<file path="config.mk">
export PLATFORM = sky130hd
export DESIGN_NAME = uart_rx_fifo
export DESIGN_NICKNAME = d
export VERILOG_FILES = /design/src/rtl/uart_pkg.sv /design/src/rtl/uart_fifo_mem.sv /design/src/rtl/uart_rx_fifo.sv
export SDC_FILE = /design/constraint.sdc
export NUM_CORES = 1
export LEC_CHECK = 0
export ABC_CLOCK_PERIOD_IN_PS = 3400
export CAP_MARGIN = 20
export CORE_MARGIN = 2
export CORE_UTILIZATION = 45
export DETAILED_ROUTE_END_ITERATION = 8
export GPL_ROUTABILITY_DRIVEN = 0
export GPL_TIMING_DRIVEN = 0
export HOLD_SLACK_MARGIN = 0.12
export MAX_ROUTING_LAYER = met4
export PLACE_DENSITY = 0.72
export SYNTH_ARGS = -nofsm -noshare
export SYNTH_HDL_FRONTEND = slang
export SYNTH_HIERARCHICAL = 1
export SYNTH_SLANG_ARGS = --single-unit
</file>
<file path="constraint.sdc">
create_clock -name clk -period 3.4 [get_ports clk]
set_clock_uncertainty 0.05 [all_clocks]
set_input_delay 0.68 -clock clk [delete_from_list [all_inputs] [get_ports clk]]
set_output_delay 0.68 -clock clk [all_outputs]
set_load 0.01 [all_outputs]
</file>
<file path="src/rtl/uart_pkg.sv">
// uart_pkg: capture-FSM state encodings and byte width shared by the UART receive path
package uart_pkg;
  localparam int BYTE_W = 8;
  localparam logic [1:0] CAP_IDLE = 2'd0;
  localparam logic [1:0] CAP_ARM  = 2'd1;
  localparam logic [1:0] CAP_HOLD = 2'd2;
endpackage

</file>
<file path="src/rtl/uart_fifo_mem.sv">
// uart_fifo_mem: W x DEPTH register array, sync write (clk, we, waddr, wdata), async read (raddr -> rdata), no reset
module uart_fifo_mem #(
  parameter int W = 8,
  parameter int DEPTH = 16,
  localparam int AW = $clog2(DEPTH)
) (
  input  logic          clk,
  input  logic          we,
  input  logic [AW-1:0] waddr,
  input  logic [W-1:0]  wdata,
  input  logic [AW-1:0] raddr,
  output logic [W-1:0]  rdata
);
  logic [W-1:0] mem [DEPTH];
  always_ff @(posedge clk) if (we) mem[waddr] <= wdata;
  assign rdata = mem[raddr];
endmodule

</file>
<file path="src/rtl/uart_rx_fifo.sv">
// uart_rx_fifo: one push per recv_valid pulse into an FWFT FIFO read via rd_valid/rd_ready, with level/full/empty/sticky overflow; UART_RX_FIFO_BREAK_EN stores recv_break and adds rd_break
module uart_rx_fifo
  import uart_pkg::*;
#(
  parameter int DEPTH = 16,
  localparam int AW = $clog2(DEPTH)
) (
  input  logic              clk,
  input  logic              reset,
  input  logic              recv_valid,
  input  logic [BYTE_W-1:0] recv_data,
  input  logic              recv_break,
  input  logic              flush,
  input  logic              clr_overflow,
  input  logic              rd_ready,
`ifdef UART_RX_FIFO_BREAK_EN
  output logic              rd_break,
`endif
  output logic              rd_valid,
  output logic [BYTE_W-1:0] rd_data,
  output logic [AW:0]       level,
  output logic              full,
  output logic              empty,
  output logic              overflow
);
`ifdef UART_RX_FIFO_BREAK_EN
  localparam int W = BYTE_W + 1;
  logic [W-1:0] wdata;
  assign wdata = {recv_break, recv_data};
`else
  localparam int W = BYTE_W;
  logic [W-1:0] wdata;
  logic unused_break;
  assign wdata = recv_data;
  assign unused_break = recv_break;
`endif
  logic [1:0] cap_state;
  logic [AW-1:0] wr_ptr, rd_ptr;
  logic [W-1:0] head;
  logic push, pop, wr, rd, drop;
  assign push = cap_state == CAP_ARM && recv_valid;
  assign pop = rd_valid & rd_ready;
  assign wr = push & (!full | pop) & !flush;
  assign rd = pop & !flush;
  assign drop = push & full & !pop & !flush;
  assign empty = level == '0;
  assign full = level == (AW+1)'(DEPTH);
  assign rd_valid = !empty;
  assign rd_data = rd_valid ? head[BYTE_W-1:0] : '0;
`ifdef UART_RX_FIFO_BREAK_EN
  assign rd_break = rd_valid & head[BYTE_W];
`endif
  always_ff @(posedge clk) begin
    cap_state <= reset || !recv_valid ? CAP_IDLE : cap_state == CAP_IDLE ? CAP_ARM : CAP_HOLD;
    wr_ptr <= reset || flush ? '0 : wr_ptr + AW'(wr);
    rd_ptr <= reset || flush ? '0 : rd_ptr + AW'(rd);
    level <= reset || flush ? '0 : level + (AW+1)'(wr) - (AW+1)'(rd);
    overflow <= !reset & (drop | (overflow & !clr_overflow));
  end
  uart_fifo_mem #(.W(W), .DEPTH(DEPTH)) u_mem (
    .clk(clk),
    .we(wr),
    .waddr(wr_ptr),
    .wdata(wdata),
    .raddr(rd_ptr),
    .rdata(head)
  );
endmodule

</file>
==> impl.org <==
** STA
- Setup repair after global routing could not meet its margin everywhere.
- Headroom to the max-slew limit came out at 0.367.
- Final Hold Fails :: 0
- Final Critical Period :: 3.31 ns
- Of the available clock period, the critical path in the final layout requires 0.974.
- Count of final setup violators :: 0
- Final max-slew violation count :: 0
- Tightest Pin Transition :: 0.946 ns
- Fmax :: approximately 0.30 GHz
- Hold is met by roughly 0.40 ns.

** Clock tree
- CTS placed an instance of sky130_fd_sc_hd__clkbuf_16 at the clock tree root.
- Clock tree from TritonCTS :: yes
- H-Tree Level Count :: 4
- Clock slew seen by the registers of the worst setup and hold paths :: approximately 0.060 ns
- For this design, the sink count on the clock tree is approximately 140.
- Hold-fix buffers at CTS :: 0
- The longest clock path from root to sink contains 2 buffers.
- Counting the buffers created by CTS gives 17.
- At the later pin of the worst-skew pair, clock insertion delay measures ~0.4 ns.
- Total setup buffers inserted after CTS :: 0

** Synth
- The synthesized netlist occupies a cell area of slightly below 0.006 sq mm.
- The most used flip-flop cell after synthesis is sky130_fd_sc_hd__edfxtp_1.
- Total nets after synthesis :: ~340
- Most area-consuming cells after synthesis :: sky130_fd_sc_hd__edfxtp_1 (66%), sky130_fd_sc_hd__mux4_2 (6.9%), sky130_fd_sc_hd__mux4_1 (6.3%)
- Dividing the synthesized area by the synthesized cell count gives 18.7 sq um.
- Yosys mapped the design onto 37 distinct sky130hd cell types.
- Of the post-synthesis cell area, the dominant cell type holds 0.656.
- Part of the Yosys area used for sequential elements :: 0.711
- Sorting the synthesized cells by how often they occur yields sky130_fd_sc_hd__edfxtp_1 (128), sky130_fd_sc_hd__nor2_1 (23), sky130_fd_sc_hd__mux4_2 (18), sky130_fd_sc_hd__a22oi_1 (16), sky130_fd_sc_hd__dfxtp_1 (16).
- The biggest area contributor in the post-synthesis netlist is sky130_fd_sc_hd__edfxtp_1.
- Number of flops mapped to enable cells by yosys :: roughly 130
- By instance count, the leading cell after synthesis is sky130_fd_sc_hd__edfxtp_1.
- In this run, synthesis produced a sequential element count of 144.
- Gate count of the mapped netlist :: approximately 310
- Post-synthesis async set-or-reset flop share :: 0
- For this run, the number of Yosys warnings is 6.

** Global routing
- Antenna violations before repair :: 0
- Global routing finished with a remaining overflow of 0.
- Entering global routing, the biggest net connects 17 pins.
- Wire length of the first global-routing pass :: 18.0 mm
- Number of global-route vias before repair :: around 3.2k
- Aggregate global-route resource usage :: 0.183

** Floorplan
- The floorplan step defined a core boundary enclosing about 0.013 sq mm.
- The die is 118 um tall.
- Die extent in x :: approximately 120 um
- In this run the core area contains 41 standard-cell rows.
- Area of the die :: approximately 0.014 sq mm
- 32 I/O pins were placed.
- For this configuration, the core starts out at a cell density of 0.462.

** Drt
- DRT Wirelength :: 11.4 mm
- Number of DRC violations after detailed routing :: 0
- Avg Vias per Cell :: ~5.6
- After detailed routing, the average wire length per cell comes to about 21 um.
- For this block, the initial DRC count from the detailed router was between 200 and 250.
- Routed vias :: about 3.1k
- The detail route stage leaves a number of antenna-violating nets equal to 0.
- For this run, the detailed router's first-pass iteration total came to 4.

** Power
- Of the total power, the share spent switching nets is 0.206.
- Share of power burned in registers :: 0.481
- Net switching power figure :: 0.000832 W
- The share of total power dissipated in the clock network is 0.460.
- Cell Pwr Density :: 574 mW/mm^2
- The worst-case IR drop observed on VDD is around 0.00043 V.
- In this run the static leakage power is ~2.3 nW.
- Combinational cell fraction of total power :: 0.059
- Cell internal power was estimated by the tool at around 0.0032 W.

** Worst setup path
- Internal reg-to-reg setup slack :: between 0.3 and 0.4 ns
- In this run the worst path has a maximum fanout of 10.
- The critical path is of the reg -> out type.
- Max stage delay cell, worst path :: sky130_fd_sc_hd__mux4_1
- Worst Setup Start Kind :: flop
- The number of buffers and inverters on the critical path is 3.
- Delay of the slowest cell on the worst path :: 0.58 ns
- In this run the critical register-to-register path is captured at level[4].
- Required arrival time at the worst endpoint :: 2.67 ns
- Traced cell by cell, the critical path runs through buf_6 -> buf_8 -> mux4_1 -> a22oi_1 -> nand2_1 -> nor2b_1 -> clkdlybuf4s50_1.
- The kind of cell with the highest combined delay along the critical path is buffers and inverters.
- Data on the critical path arrives at its endpoint at around 2.6 ns.
- The worst register-to-register path begins at level[3].
- For the worst flop-to-flop path, the logic depth is 13.
- Endpoint type of the worst setup path :: output pin

** Placed design
- Port Buffers :: 30
- HPWL after detailed placement :: about 7.4 mm
- Placed Cells incl. Taps :: around 520

** Worst hold path
- For hold timing, the worst endpoint is cap_state[0].
- Tightest Hold Check Type :: reg -> reg
- Hold depth :: 1
- Launch instance of the worst min-delay path :: cap_state[1]

** Flow run
- Max Cap Viol :: 0

** Final layout
- For this run, the post-layout net count is a little under 400.
- Number of standard cells in the layout, taps in and fillers out :: roughly 550
- Area delta synth->final :: 19.9%
- Number of diodes added for antenna fixing :: 0
- Fraction of final layout cells sized beyond drive strength 1 :: 0.191

** Status
- Status :: complete, no violations
[state kept, by name (all words and copies together) (netlist names)]
signal     flops
wr_ptr         4
rd_ptr         4
overflow       1
level          5
cap_state      2
u_mem/mem    128
[metrics by stage]
stage	cell area [sq um]	setup TNS [ns]	setup slack, ns	total power (W)	utilization
finish	7020	0	0.0872	0.00403	0.554
global route	7020	-0.00300	-0.00300	0.00416	0.554
floorplan	5860	0	0.533	0.00209	-
detailed placement	6390	-2.98	-0.119	0.00221	0.504
CTS	6990	-0.0704	-0.0213	0.00406	0.552
global placement	6370	-5.99	-0.534	0.00221	0.503
[power groups by stage]
stage	clock network, W	registers, W	logic [W]
2_1_floorplan	0	0.00198	0.000112
3_3_place_gp	0	0.00198	0.000232
3_5_place_dp	0	0.00198	0.000237
4_1_cts	0.00188	0.00194	0.000240
5_1_grt	0.00196	0.00194	0.000260
6_report	0.00185	0.00194	0.000238
[how the worst max path moves through the flow]
stage / startpoint / to / slack (ns) / cells after the start
floorplan: level[2] / level[4] / 0.53 / 13
global placement: flush / u_mem/mem[0][1] / -0.53 / 5
detailed placement: flush / u_mem/mem[1][1] / -0.12 / 5
CTS: rd_ptr[0] / rd_data[1] / -0.02 / 7
global route: rd_ptr[0] / rd_data[0] / -0.003 / 7
finish: rd_ptr[0] / rd_data[5] / 0.09 / 7
[final cells by class]
type	count	area, sq um
Inverter	8	30.0
Multi-Input combinational cell	149	1590
Clock inverter	13	161
Buffer	12	114
Fill cell	978	5650
Timing Repair Buffer	33	323
Sequential cell	144	4160
Tap cell	172	215
Clock buffer	18	429
[placed cells by master (no fill, tap or decap), types with 7 or more instances in the layout]
cell type                         netlist  final
sky130_fd_sc_hd__clkbuf_16              0     17
sky130_fd_sc_hd__a22oi_1               16     11
sky130_fd_sc_hd__dfxtp_1               16     16
sky130_fd_sc_hd__nand2_1               12     12
sky130_fd_sc_hd__mux4_1                14     12
sky130_fd_sc_hd__ha_1                  10     10
sky130_fd_sc_hd__edfxtp_1             128    128
sky130_fd_sc_hd__nor2_1                23     23
sky130_fd_sc_hd__nor2b_1               11     11
sky130_fd_sc_hd__clkdlybuf4s50_1        0     27
sky130_fd_sc_hd__inv_1                  8      8
sky130_fd_sc_hd__buf_2                  4      7
sky130_fd_sc_hd__mux4_2                18     20
[what timing repair did]
item | 4_1_cts | 5_1_grt
resized for setup | 2 | 12
setup endpoints to repair | 5 | 9
endpoints found under the hold margin | 0 | 0
pin swaps | 0 | 0
[layer usage]
metal  vias to the layer above  part of all wire  GRT usage  wire (um)
li1                       1352                 -          -          -
met1                      1591              0.41      0.224       4700
met2                       115              0.52      0.288       5890
met3                        17             0.053     0.0494        599
met4                         0             0.017     0.0761        191
met5                         -                 0          -          0
[cells by family (layout without fill, tap and decap cells)]
logic type / count (synthesis) / in the layout / share of synthesized area
flip-flops: 144 / 144 / 0.711
AND/OR/NAND/NOR: 77 / 77 / 0.0686
multiplexers: 33 / 33 / 0.134
AO/OA/AOI/OAI: 23 / 23 / 0.0318
buffers and inverters: 20 / 84 / 0.0226
adder cells (fa/ha/maj): 11 / 11 / 0.0248
XOR/XNOR: 5 / 5 / 0.00748
Power figures use the tool's default switching activity.
